File: src/rtl/cpu_pkg.sv
// rtl/cpu_pkg.sv - condition codes, NZVC flag struct and the B.cond evaluator
package cpu_pkg;

  typedef enum logic [3:0] {
    COND_EQ = 4'd0,
    COND_NE = 4'd1,
    COND_HS = 4'd2,
    COND_LO = 4'd3,
    COND_MI = 4'd4,
    COND_PL = 4'd5,
    COND_VS = 4'd6,
    COND_VC = 4'd7,
    COND_HI = 4'd8,
    COND_LS = 4'd9,
    COND_GE = 4'd10,
    COND_LT = 4'd11,
    COND_GT = 4'd12,
    COND_LE = 4'd13,
    COND_AL = 4'd14,
    COND_NV = 4'd15
  } cond_e;

  typedef struct packed {
    logic n;
    logic z;
    logic v;
    logic c;
  } flags_t;

  // NV is treated as always-true, like AL, so decode never has to special-case it.
  function automatic logic cond_eval(input cond_e cond, input flags_t f);
    logic r;
    r = 1'b1;
    case (cond)
      COND_EQ: r = f.z;
      COND_NE: r = !f.z;
      COND_HS: r = f.c;
      COND_LO: r = !f.c;
      COND_MI: r = f.n;
      COND_PL: r = !f.n;
      COND_VS: r = f.v;
      COND_VC: r = !f.v;
      COND_HI: r = f.c && !f.z;
      COND_LS: r = !(f.c && !f.z);
      COND_GE: r = (f.n == f.v);
      COND_LT: r = (f.n != f.v);
      COND_GT: r = !f.z && (f.n == f.v);
      COND_LE: r = !(!f.z && (f.n == f.v));
      COND_AL: r = 1'b1;
      COND_NV: r = 1'b1;
      default: r = 1'b1;
    endcase
    return r;
  endfunction

endpackage

File: src/rtl/flag_reg.sv
// rtl/flag_reg.sv - architectural NZVC register: 2:1 hold/load mux feeding a D flop bank
import cpu_pkg::*;

module flag_reg (
  input  logic   clk,
  input  logic   reset,
  input  logic   we_i,
  input  flags_t d_i,
  output flags_t q_o
);

  flags_t flags_d;
  flags_t flags_q;

  always_comb begin
    flags_d = flags_q;
    if (we_i) begin
      flags_d = d_i;
    end
  end

  always_ff @(posedge clk) begin
    if (reset) begin
      flags_q <= '0;
    end else begin
      flags_q <= flags_d;
    end
  end

  assign q_o = flags_q;

endmodule

File: src/rtl/flag_hazard_ctrl.sv
// rtl/flag_hazard_ctrl.sv - tracks flag-setters from ID to EX, owns NZVC and resolves B.cond in ID
import cpu_pkg::*;

module flag_hazard_ctrl #(
  parameter int FWD_EX = 1,
  parameter int CNT_W  = 16
) (
  input  logic             clk,
  input  logic             reset,
  input  logic             id_valid,
  input  logic             id_sets_flags,
  input  logic             id_is_bcond,
  input  logic [3:0]       id_cond,
  input  logic             ext_stall,
  input  logic             flush,
  input  logic             alu_neg,
  input  logic             alu_zero,
  input  logic             alu_overflow,
  input  logic             alu_carry_out,
  output logic             flag_en,
  output logic [3:0]       nzvc,
  output logic             br_taken,
  output logic             stall_out,
  output logic [CNT_W-1:0] stall_cnt
);

  localparam bit USE_FWD = (FWD_EX != 0);
  localparam logic [CNT_W-1:0] CNT_ONE = {{(CNT_W-1){1'b0}}, 1'b1};

  logic             ex_sets_flags_q;
  logic             ex_sets_flags_d;
  logic [CNT_W-1:0] stall_cnt_q;
  logic [CNT_W-1:0] stall_cnt_d;
  flags_t           alu_flags;
  flags_t           nzvc_q;
  flags_t           eval_flags;
  logic             cond_true;
  logic             stall_w;
  logic             br_w;

  assign alu_flags = {alu_neg, alu_zero, alu_overflow, alu_carry_out};

  flag_reg u_flag_reg (
    .clk   (clk),
    .reset (reset),
    .we_i  (ex_sets_flags_q),
    .d_i   (alu_flags),
    .q_o   (nzvc_q)
  );

  // A flag-setter in EX makes nzvc stale for ID: either bypass the live ALU
  // flags, or hold ID for the one cycle it takes them to land in nzvc.
  always_comb begin
    eval_flags = nzvc_q;
    if (USE_FWD && ex_sets_flags_q) begin
      eval_flags = alu_flags;
    end
  end

  assign cond_true = cond_eval(cond_e'(id_cond), eval_flags);

  always_comb begin
    stall_w = 1'b0;
    br_w    = 1'b0;
    if (!reset && !flush && id_valid && id_is_bcond) begin
      stall_w = !USE_FWD && ex_sets_flags_q;
      br_w    = !stall_w && !ext_stall && cond_true;
    end
  end

  // Any stall or flush turns the EX slot into a bubble; the tracker never holds.
  assign ex_sets_flags_d = id_valid && id_sets_flags && !flush && !stall_w && !ext_stall;

  always_comb begin
    stall_cnt_d = stall_cnt_q;
    if (stall_w && !(&stall_cnt_q)) begin
      stall_cnt_d = stall_cnt_q + CNT_ONE;
    end
  end

  always_ff @(posedge clk) begin
    if (reset) begin
      ex_sets_flags_q <= 1'b0;
      stall_cnt_q     <= '0;
    end else begin
      ex_sets_flags_q <= ex_sets_flags_d;
      stall_cnt_q     <= stall_cnt_d;
    end
  end

  assign flag_en   = ex_sets_flags_q;
  assign nzvc      = nzvc_q;
  assign br_taken  = br_w;
  assign stall_out = stall_w;
  assign stall_cnt = stall_cnt_q;

endmodule

File: config.mk
export PLATFORM = sky130hd
export DESIGN_NAME = flag_hazard_ctrl
export DESIGN_NICKNAME = d
export VERILOG_FILES = /design/src/rtl/cpu_pkg.sv /design/src/rtl/flag_reg.sv /design/src/rtl/flag_hazard_ctrl.sv
export SDC_FILE = /design/constraint.sdc
export NUM_CORES = 1
export LEC_CHECK = 0
export ABC_AREA = 1
export CORE_MARGIN = 2
export CORE_UTILIZATION = 41
export CTS_CLUSTER_DIAMETER = 80
export DETAILED_ROUTE_END_ITERATION = 8
export GPL_ROUTABILITY_DRIVEN = 0
export PLACE_DENSITY_LB_ADDON = 0.3
export SLEW_MARGIN = 40
export SYNTH_ARGS = -nofsm -noshare
export SYNTH_HDL_FRONTEND = slang
export SYNTH_SLANG_ARGS = --single-unit
File: constraint.sdc
create_clock -name clk -period 2.22 [get_ports clk]
set_clock_uncertainty 0.05 [all_clocks]
set_input_delay 0.333 -clock clk [delete_from_list [all_inputs] [get_ports clk]]
set_output_delay 0.333 -clock clk [all_outputs]
set_load 0.05 [all_outputs]
# After elaboration in Yosys (flattened, before gate mapping)
# Index checks and enable logic that the tools add are counted.
[totals] regBits=5 inputBits=15 out_inout_bits=23
[classes] eq_ne=17 muxes=3 reduce_logical=20
[ops] cell="equality test 4 bit, second input constant" count=8
[ops] cell="equality test 4 x 3 -> 1 bit, second input constant" count=4
[ops] cell="case mux 1 bit (15 select lines)" count=1
[ops] cell="logical AND 1 bit" count=9
[ops] cell="logical NOT 1 bit" count=9
[ops] cell="equality test 4 x 2 -> 1 bit, second input constant" count=2
[ops] cell="equality test 4 x 1 -> 1 bit, second input constant" count=1
[ops] cell="logical NOT 4 bit" count=1
[ops] cell="2-to-1 mux 4 bit" count=1
[ops] cell="OR reduction 2 bit" count=1
[ops] cell="equality test 1 bit" count=1
[ops] cell="2-to-1 mux 1 bit" count=1
[ops] cell="inequality test 1 bit" count=1

# Logic depth before layout (Yosys ltp)
# Gate-level depths: netlist of run 1.
[logic_depth] depth_word=7 ltp_mapped=11 depth_no_buf=10

# By module
# A second synthesis of run 1 with hierarchy kept.
[hier_totals] cells_unflattened=141 area_unflattened_um2=738.2
[modules_own_cells] module="flag_hazard_ctrl" instances=1 cells_each=115 area_per_inst_um2=565.5
[modules_own_cells] module="flag_reg" instances=1 cells_each=26 area_per_inst_um2=172.7

# Worst setup path before layout of run 1
# No wires, ideal clock.
[synth_timing] kind="register -> output" startpoint="reg ex_sets_flags_q, in the netlist flag_en" endpoint="out br_taken" arrival_time_ps=1983 t_required_ps=1837 path_slack_ps=-146 stages_incl_launch_ff=12 path_buffers=1 path_cell_list="dfxtp_1 > buf_6 > inv_6 > nand2_2 > nand2_2 > nand2_2 > nand2_2 > nor2_1 > nor2_1 > nand3_1 > nor2_1 > nor2_1"
[synth_via] elab_chain_cells=7
[synth_lines] element="from (decl)" line_no="flag_hazard_ctrl.sv:30" source="logic ex_sets_flags_q;"
[synth_lines] element="from (signal assigned)" line_no="flag_hazard_ctrl.sv:86" source="ex_sets_flags_q <= ex_sets_flags_d;"
[synth_lines] element="2-to-1 mux 4 bit *"
[synth_lines] element="equality test 1 bit or logical NOT 1 bit (tied branches)"
[synth_lines] element="logical AND 1 bit (on tied branches)"
[synth_lines] element="logical NOT 1 bit (on tied branches)" line_no="cpu_pkg.sv:48, cpu_pkg.sv:44"
[synth_lines] element="case mux 1 bit (15 select lines) *" line_no="cpu_pkg.sv:34" source="case (cond)"
[synth_lines] element="logical AND 1 bit *" line_no="flag_hazard_ctrl.sv:67" source="br_w = !stall_w && !ext_stall && cond_true;"
[synth_lines] element="2-to-1 mux 1 bit *" line_no="flag_hazard_ctrl.sv:65" source="if (!reset && !flush && id_valid && id_is_bcond) begin"
[synth_lines] element="to (decl)" line_no="flag_hazard_ctrl.sv:22" source="output logic br_taken,"
# Every way passes the cells marked *; elsewhere a longest branch is shown, timed or not.

# Worst setup path in the final report of run 1
[layout_timing] startpoint="in alu_overflow" endpoint="out br_taken"
[layout_via] elab_chain_cells=7
[layout_lines] element="from (decl)" line_no="flag_hazard_ctrl.sv:18" source="input logic alu_overflow,"
[layout_lines] element="2-to-1 mux 4 bit *"
[layout_lines] element="equality test 1 bit" line_no="cpu_pkg.sv:45, cpu_pkg.sv:47, cpu_pkg.sv:48"
[layout_lines] element="logical AND 1 bit" line_no="cpu_pkg.sv:47, cpu_pkg.sv:48"
[layout_lines] element="logical NOT 1 bit" line_no="cpu_pkg.sv:48" source="COND_LE: r = !(!f.z && (f.n == f.v));"
[layout_lines] element="case mux 1 bit (15 select lines) *" line_no="cpu_pkg.sv:34"
[layout_lines] element="logical AND 1 bit *" line_no="flag_hazard_ctrl.sv:67"
[layout_lines] element="2-to-1 mux 1 bit *" line_no="flag_hazard_ctrl.sv:65"
# Marked as above.

==> flow_summary.ini, run 1 <==
[sta]
finalMaxSlewViolations = 0
finalSetupTns_ps = 0
setup_viol = 0
min_period_over_period_pct = 93.48
fmax_ghz = 0.4819
worst_hold_slack_ps = 525.4
rsz0062_at_grt = false
final-hold-violation-count = 0
period_needed_ps = 2075

[cells_and_area]
diodes = 0
final_common_cell = nand2_1
final_cells = 163
drive_gt1_share_pct = 18.37
layout_common_cells = nand2_1 (33), nor2_1 (18), conb_1 (17), inv_1 (16), clkdlybuf4s50_1 (14)
layout.nets = 163
fillers = 153
area_growth_pct = 29.64

[hold_path]
worstHoldPathType = register to register

[global_route]
grt_pass1_wl_mm = 2.318
grt_max_degree = 12
antenna_found_initial = 0
grt_pass1_vias = 589
grt.overflow.total = 0
groute.usage.overall_pct = 15.88

[setup_path]
worstPathCellList = clkdlybuf4s50_1, inv_1, nand2_1, nand2_2, nand2_2, nand2_2, nor2_1, nor2_1, nand3_1, nor2_1, nor2_2, buf_12
crit_slowest_cell = clkdlybuf4s50_1
critical_path_class = primary input to output pin
slowest_delay_ps = 480
worstPathRequired_ps = 1840
end_kind = output pin
crit_arrival_ps = 1690
crit_path_start_kind = primary input
cp_max_fo = 4

[cts]
cts_htree_levels = 1
ctsHoldBuffers = 0
cts_root_buf = clkbuf_4
cts_buffers = 3
cts_tree = done
clockBufferDepth = 2
clk_pin_slew_worst_paths_ps = 40
clk_latency_ps = 240
clock_sinks = 5

[power_and_ir_drop]
max-vdd-ir-drop_mv = 0.2586
p_per_area_nw_per_um2 = 396.0
p_leak_nw = 0.4992

[routing]
viasPerCell = 4.313
ant_nets = 0
drt-total-wl_mm = 1.455
wl_per_cell_um = 8.926
drt_iter0_drc = 13
dr.pass1.iters = 4
drc = 0
num_vias = 703

[job]
cap_viol_max_count = 0

[outcome]
status = finished clean

[floorplanning]
die_h_um = 44.97
start_util_pct = 44.64
io_pins = 38
die_width_um = 44.97
core.rowCount = 14
core_region_area_um2 = 1541
die_area_um2 = 2022

[yosys]
synthTopCellsByArea = buf_4 (19%), nand2_1 (18%), dfxtp_1 (15%)
yosys_warnings = 0
synth_top_cell_by_area = buf_4
syn_inst = 123
postSynthAreaPerCell_um2 = 5.595
yosysUniqueCellTypes = 17
ys_seq_area_share_pct = 14.55
synth_seq_cells = 5
netlist.area_leader.share_pct = 18.55
synth_area_um2 = 688.2

[placement]
dp.cells = 158
dp_hpwl_mm = 1.169
port_buffers = 20
per-layer routing:
metal,part of all wire (%),routed length [µm],global-route usage [%],up-vias
met3,6.1,89,6.000,2
li1,-,-,-,379
met1,43,632,20.24,297
met5,0,0,0,-
met4,0.55,8,5.294,0
met2,50,724,24.57,25
repair_timing:
item,CTS,global route
endpoints found under the setup margin,0,1
buffers inserted,0,1
resized for setup,0,5
hold endpoints to repair,0,0
Yosys cell counts:
master,n
inv_2,2
o21ai_1,1
dfxtp_1,5
buf_4,17
conb_1,1
nand2_1,33
buf_6,1
inv_6,1
nor2_1,19
nand4_1,1
nor3_1,1
nand3_2,1
nand2_2,12
nand3_1,10
inv_1,16
nor2_2,1
o21ai_4,1
through the flow:
step           power, mW  worst slack [ps]  cell area, µm²  utilization [%]
3_5_place_dp      0.2464             67.30           847.1            54.95
2_1_floorplan     0.2285             82.46           750.7                -
6_report          0.3533             144.7           892.1            57.87
5_1_grt           0.3770             36.33           892.1            57.87
4_1_cts           0.3575             29.01           873.3            56.66
3_3_place_gp      0.2452             57.98           847.1            54.95
final timing paths:
path	startpoint	end	cells after the start	slack [ps]
worst max-delay path	alu_overflow	br_taken	12	140
worst min-delay path	u_flag_reg.q_o[2]$_SDFF_PP0_	u_flag_reg.q_o[2]$_SDFF_PP0_	2	530
worst max register to register	flag_en$_SDFF_PP0_	u_flag_reg.q_o[2]$_SDFF_PP0_	3	1260
worst min register to register	u_flag_reg.q_o[2]$_SDFF_PP0_	u_flag_reg.q_o[2]$_SDFF_PP0_	2	530
worst max-delay path: cells and delay by family:
family	cells	cell delay, ps
and+or+nand+nor	9	680
buffers and inverters	3	670
logic make-up after synthesis:
group                  synth area share (%)
and+or+nand+nor                       50.55
buffers and inverters                 31.27
DFF                                   14.55
AOI/OAI and AO/OA                     3.091
other                                0.5449
sequential cells by signal, indices dropped and copies added, names as in the netlist:
name            cells
u_flag_reg.q_o      4
flag_en             1
final cells by class:
| class | instances | area (µm²) | share of cell area [%] |
|---|---|---|---|
| Multi-Input combinational cell | 97 | 435.4 | 48.81 |
| Timing Repair Buffer | 22 | 232.7 | 26.09 |
| Sequential cell | 5 | 101.3 | 11.36 |
| Inverter | 19 | 76.32 | 8.555 |
| Clock buffer | 4 | 26.28 | 2.945 |
| Tap cell | 16 | 20.02 | 2.244 |
report_power, final:
group / switching [mW] / internal [mW]
combinational: 0.110 / 0.0417
sequential: 0.00247 / 0.0921
clock: 0.0389 / 0.0681
Power figures use the tool's default switching activity.
==> inputs of run 2 (changes only) <==
--- a/config.mk
+++ b/config.mk
@@ -7,7 +7,7 @@
 export LEC_CHECK = 0
 export ABC_AREA = 1
 export CORE_MARGIN = 2
-export CORE_UTILIZATION = 41
+export CORE_UTILIZATION = 34
 export CTS_CLUSTER_DIAMETER = 80
 export DETAILED_ROUTE_END_ITERATION = 8
 export GPL_ROUTABILITY_DRIVEN = 0
==> constraint.sdc (replaced) <==
create_clock -name clk -period 1.82 [get_ports clk]
set_clock_uncertainty 0.05 [all_clocks]
set_input_delay 0.273 -clock clk [delete_from_list [all_inputs] [get_ports clk]]
set_output_delay 0.273 -clock clk [all_outputs]
set_load 0.05 [all_outputs]
==> run 2 against run 1 <==
  * The flow now finishes with violations (negative setup slack)
  * Critical path depth shrank 1
  * Final area grew 17%
  * Die area grew 19%
  * Clock power grew 16%
  * Register-to-register slack lost 520 ps
  * Sequential power grew 21%
  * Hold slack gained 5.3 ps
  * Utilization shrank 4.2 points
  * Global-route usage shrank 1.7 points
  * Setup slack lost 290 ps
  * Final cell count grew 15%
==> flow_summary.ini, run 2 (synthesized netlist as in run 1, its figures left out) <==
[outcome]
status = complete, but fails checks
violations = negative setup slack

[floorplanning]
die_width_um = 48.99
core.rowCount = 16
io_pins = 38
start_util_pct = 35.44
die_area_um2 = 2400
die_h_um = 48.99
core_region_area_um2 = 1942

[cts]
clk_pin_slew_worst_paths_ps = 40
cts_root_buf = clkbuf_4
cts_tree = done
cts_htree_levels = 1
clockBufferDepth = 2
ctsHoldBuffers = 0
clock_sinks = 5
cts_buffers = 3
clk_latency_ps = 240

[routing]
drt-total-wl_mm = 1.821
num_vias = 806
viasPerCell = 4.310
drc = 0
wl_per_cell_um = 9.738
dr.pass1.iters = 4
drt_iter0_drc = 26
ant_nets = 0

[power_and_ir_drop]
max-vdd-ir-drop_mv = 0.3078
p_per_area_nw_per_um2 = 433.9
p_leak_nw = 0.5628

[global_route]
grt_pass1_vias = 690
groute.usage.overall_pct = 14.19
grt_pass1_wl_mm = 2.691
grt_max_degree = 7
antenna_found_initial = 0
grt.overflow.total = 0

[setup_path]
cpMostUsedCell = nand2_2
worstPathRequired_ps = 1500
cp_max_fo = 6
crit_path_start_kind = register
cp_num_buf_inv = 2
worstPathCellList = buf_6, nand2_2, nand2_2, nand2_2, nand2_2, nor2_2, nor2_2, nand3_2, nor2_4, nor2_4, buf_12
crit_slowest_cell = dfxtp_4
end_kind = output pin
slowest_delay_ps = 390
critical_path_class = register to output pin
crit_family = simple AND/OR/NAND/NOR gates
crit_arrival_ps = 1640

[cells_and_area]
layout_common_cells = nand2_1 (27), nand2_2 (17), conb_1 (17), inv_1 (16), buf_4 (16)
diodes = 0
drive_gt1_share_pct = 33.13
layout.nets = 176
final_common_cell = nand2_1
fin_area_um2 = 1042
area_growth_pct = 51.45
largest_register_ffs = 4

[job]
cap_viol_max_count = 0

[sta]
period_needed_ps = 1963
worst_hold_slack_ps = 530.7
fmax_ghz = 0.5095
setup_viol = 1
final-hold-violation-count = 0
finalMaxSlewViolations = 0
rsz0062_at_grt = true
min_period_over_period_pct = 107.8
finalSetupTns_ps = -142.7
setup_ws_ps = -142.7

[hold_path]
worstHoldPathType = primary input to register

[placement]
placed_area_um2 = 927.1
dp_hpwl_mm = 1.297
port_buffers = 20
dp_slack_ps = -244.8
-- run 2: cell type report --
class | count | area [µm²]
well taps | 27 | 33.78
flip-flops and latches | 5 | 103.9
clock buffers | 4 | 26.28
multi-input cells | 97 | 483.0
fillers | 195 | 899.6
repair buffers | 35 | 319.1
inverters | 19 | 76.32
-- run 2: routing by layer --
layer  track usage [%]  vias to the layer above  wire, µm
met5                 0                        -         0
met4             3.810                        0        27
met3             3.067                        2       114
met2             27.63                       35      1004
met1             15.17                      360       674
li1                  -                      409         -
-- run 2: through the flow --
| step | utilization (%) | instances | power, mW |
|---|---|---|---|
| after detailed placement | 47.74 | 178 | 0.3166 |
| after global routing | 53.67 | 187 | 0.4826 |
| after floorplan | - | 139 | 0.2803 |
| after CTS | 51.68 | 187 | 0.4492 |
| final | 53.67 | 187 | 0.4522 |
| after global placement | 47.74 | 178 | 0.3149 |
-- run 2: worst register-to-register path: stages, from the launching register on --
cell     delay, ps
dfxtp_4        370
buf_6          140
nand2_2         80
nand2_4         60
buf_4          130
buf_4          120
nor2_1          80
-- run 2: worst paths after layout --
kind,startpoint,endpoint,slack (ps),cells after the start
max,flag_en$_SDFF_PP0_,br_taken,-140,11
min,id_sets_flags,flag_en$_SDFF_PP0_,530,3
max reg2reg,flag_en$_SDFF_PP0_,u_flag_reg.q_o[3]$_SDFF_PP0_,740,6
min reg2reg,u_flag_reg.q_o[2]$_SDFF_PP0_,u_flag_reg.q_o[2]$_SDFF_PP0_,660,3
-- run 2: what timing repair did --
action                                  CTS  global route
buffers inserted                          5             0
endpoints found under the setup margin    1             1
gates resized for setup                  13            12
pin swaps                                10             9
-- run 2: power breakdown --
part / internal, mW / total, mW / switching, mW
clock network: 0.0826 / 0.124 / 0.0413
logic: 0.0653 / 0.214 / 0.149
registers: 0.111 / 0.114 / 0.00276
==> inputs of run 3 (changes only) <==
--- a/config.mk
+++ b/config.mk
@@ -6,12 +6,13 @@
 export NUM_CORES = 1
 export LEC_CHECK = 0
 export ABC_AREA = 1
+export CAP_MARGIN = 20
 export CORE_MARGIN = 2
 export CORE_UTILIZATION = 34
 export CTS_CLUSTER_DIAMETER = 80
 export DETAILED_ROUTE_END_ITERATION = 8
 export GPL_ROUTABILITY_DRIVEN = 0
-export PLACE_DENSITY_LB_ADDON = 0.3
+export PLACE_DENSITY = 0.8
 export SLEW_MARGIN = 40
 export SYNTH_ARGS = -nofsm -noshare
 export SYNTH_HDL_FRONTEND = slang
==> run 3 against run 2 <==
  * The run still ends with negative setup slack left
  * Final cell count decreased by 0.53%
  * Largest cell class unchanged
  * Hold slack worse by 16 ps
  * Non-clock buffer count fell by 1
  * Clock power is 5% higher
  * Global-route usage rose by 0.95 points
  * Via count increased by 0.37%
  * Sequential share of layout area up 0.28 points
  * Largest power group unchanged
  * Critical path type unchanged
==> flow_summary.ini, run 3 (synthesized netlist as in run 1, its figures left out) <==
[cts]
clockBufferDepth = 2
clk_pin_slew_worst_paths_ps = 40
clk_latency_ps = 240
clock_sinks = 5
cts_buffers = 3
cts_htree_levels = 1
cts_tree = done
cts_root_buf = clkbuf_4

[sta]
fmax_ghz = 0.5066
finalMaxSlewViolations = 0
setup_viol = 1
min_period_over_period_pct = 108.4
setup_ws_ps = -153.8
period_needed_ps = 1974
rsz0062_at_grt = true
final-hold-violation-count = 0

[floorplanning]
start_util_pct = 35.44
die_h_um = 48.99
core_region_area_um2 = 1942
core.rowCount = 16
die_area_um2 = 2400
io_pins = 38
die_width_um = 48.99

[routing]
num_vias = 809
drc = 0
drt_iter0_drc = 23
ant_nets = 0
dr.pass1.iters = 4
viasPerCell = 4.349
drt-total-wl_mm = 1.731
wl_per_cell_um = 9.306

[cells_and_area]
layout_common_cells = nand2_1 (30), nor2_1 (17), conb_1 (17), inv_1 (16), buf_4 (16)
final_util_pct = 52.19
diodes = 0
final_common_cell = nand2_1
area_growth_pct = 47.27
final_cells = 186
largest_register_ffs = 4
drive_gt1_share_pct = 30.19
layout.nets = 175

[global_route]
grt_max_degree = 8
antenna_found_initial = 0
grt_pass1_wl_mm = 2.877
grt.overflow.total = 0
groute.usage.overall_pct = 15.14
grt_pass1_vias = 723

[outcome]
status = complete, but fails checks
violations = negative setup slack

[setup_path]
crit_path_start_kind = register
rr_worst_depth = 5
worstPathRequired_ps = 1500
end_kind = output pin
crit_arrival_ps = 1650
critical_path_class = register to output pin
cp_max_fo = 7

[placement]
port_buffers = 20
dp_hpwl_mm = 1.298
dp.cells = 177

[power_and_ir_drop]
max-vdd-ir-drop_mv = 0.4057
p_per_area_nw_per_um2 = 447.3
p_leak_nw = 0.5448

[job]
cap_viol_max_count = 0

[hold_path]
worstHoldPathType = primary input to register
whs_path_depth = 3
==> run 3: changes by cell type in the layout (fill, tap and decap cells not counted), sizes merged <==
cell	change
dlymetal6s2s	-1
dlygate4sd2	+1
buf	-1
==> run 3: repair_timing <==
action | 4_1_cts | 5_1_grt
hold endpoints to repair | 0 | 0
hold buffers | 0 | 0
pin swaps | 11 | 4
setup buffers | 4 | 1
resized for setup | 17 | 3
endpoints found under the setup margin | 1 | 1
==> run 3: critical path, cell delays in order, from the launching register on <==
cell     delay (ps)
dfxtp_4         380
buf_6           140
o21ai_4         210
buf_6           130
nand3_1         110
nand3_2         120
nor2_4           50
nor2_4          110
buf_12          140
==> run 3: area by class of cell <==
cell class | count | area (µm²)
Clock buffer | 4 | 26.28
Inverter | 19 | 76.32
Timing Repair Buffer | 34 | 304.0
Multi-Input combinational cell | 97 | 469.2
Fill cell | 197 | 928.4
Tap cell | 27 | 33.78
Sequential cell | 5 | 103.9
==> run 3: final timing paths <==
path | slack (ps) | to | start
max reg2reg | 680 | u_flag_reg.q_o[2]$_SDFF_PP0_ | flag_en$_SDFF_PP0_
min reg2reg | 660 | u_flag_reg.q_o[3]$_SDFF_PP0_ | u_flag_reg.q_o[3]$_SDFF_PP0_
min | 510 | flag_en$_SDFF_PP0_ | id_sets_flags
max | -150 | br_taken | flag_en$_SDFF_PP0_
==> run 3: metrics by stage <==
stage | setup TNS (ps) | hold WS [ps] | area, µm² | power [mW] | setup WS, ps
6_report | -153.8 | 514.6 | 1013 | 0.4533 | -153.8
5_1_grt | -208.0 | 534.8 | 1013 | 0.4802 | -208.0
4_1_cts | -95.88 | 518.0 | 997.2 | 0.4506 | -95.88
3_5_place_dp | -218.6 | 629.9 | 919.6 | 0.3134 | -218.6
3_3_place_gp | -221.4 | 613.9 | 919.6 | 0.3112 | -221.4
2_1_floorplan | 0 | 295.4 | 757.0 | 0.2803 | 4.433
==> run 3: routing by layer <==
metal	part of all wire, %	vias up	wire (µm)	global-route usage [%]
li1	-	403	-	-
met1	35	351	606	16.23
met2	53	45	925	27.85
met3	7.6	10	132	3.374
met4	3.9	0	67	7.143
met5	0	-	0	0
==> run 3: report_power, final <==
part           internal, mW  total, mW  switching [mW]
clock network        0.0830      0.130          0.0469
registers             0.111      0.114         0.00281
logic                0.0634      0.210           0.146
total                 0.257      0.453           0.196
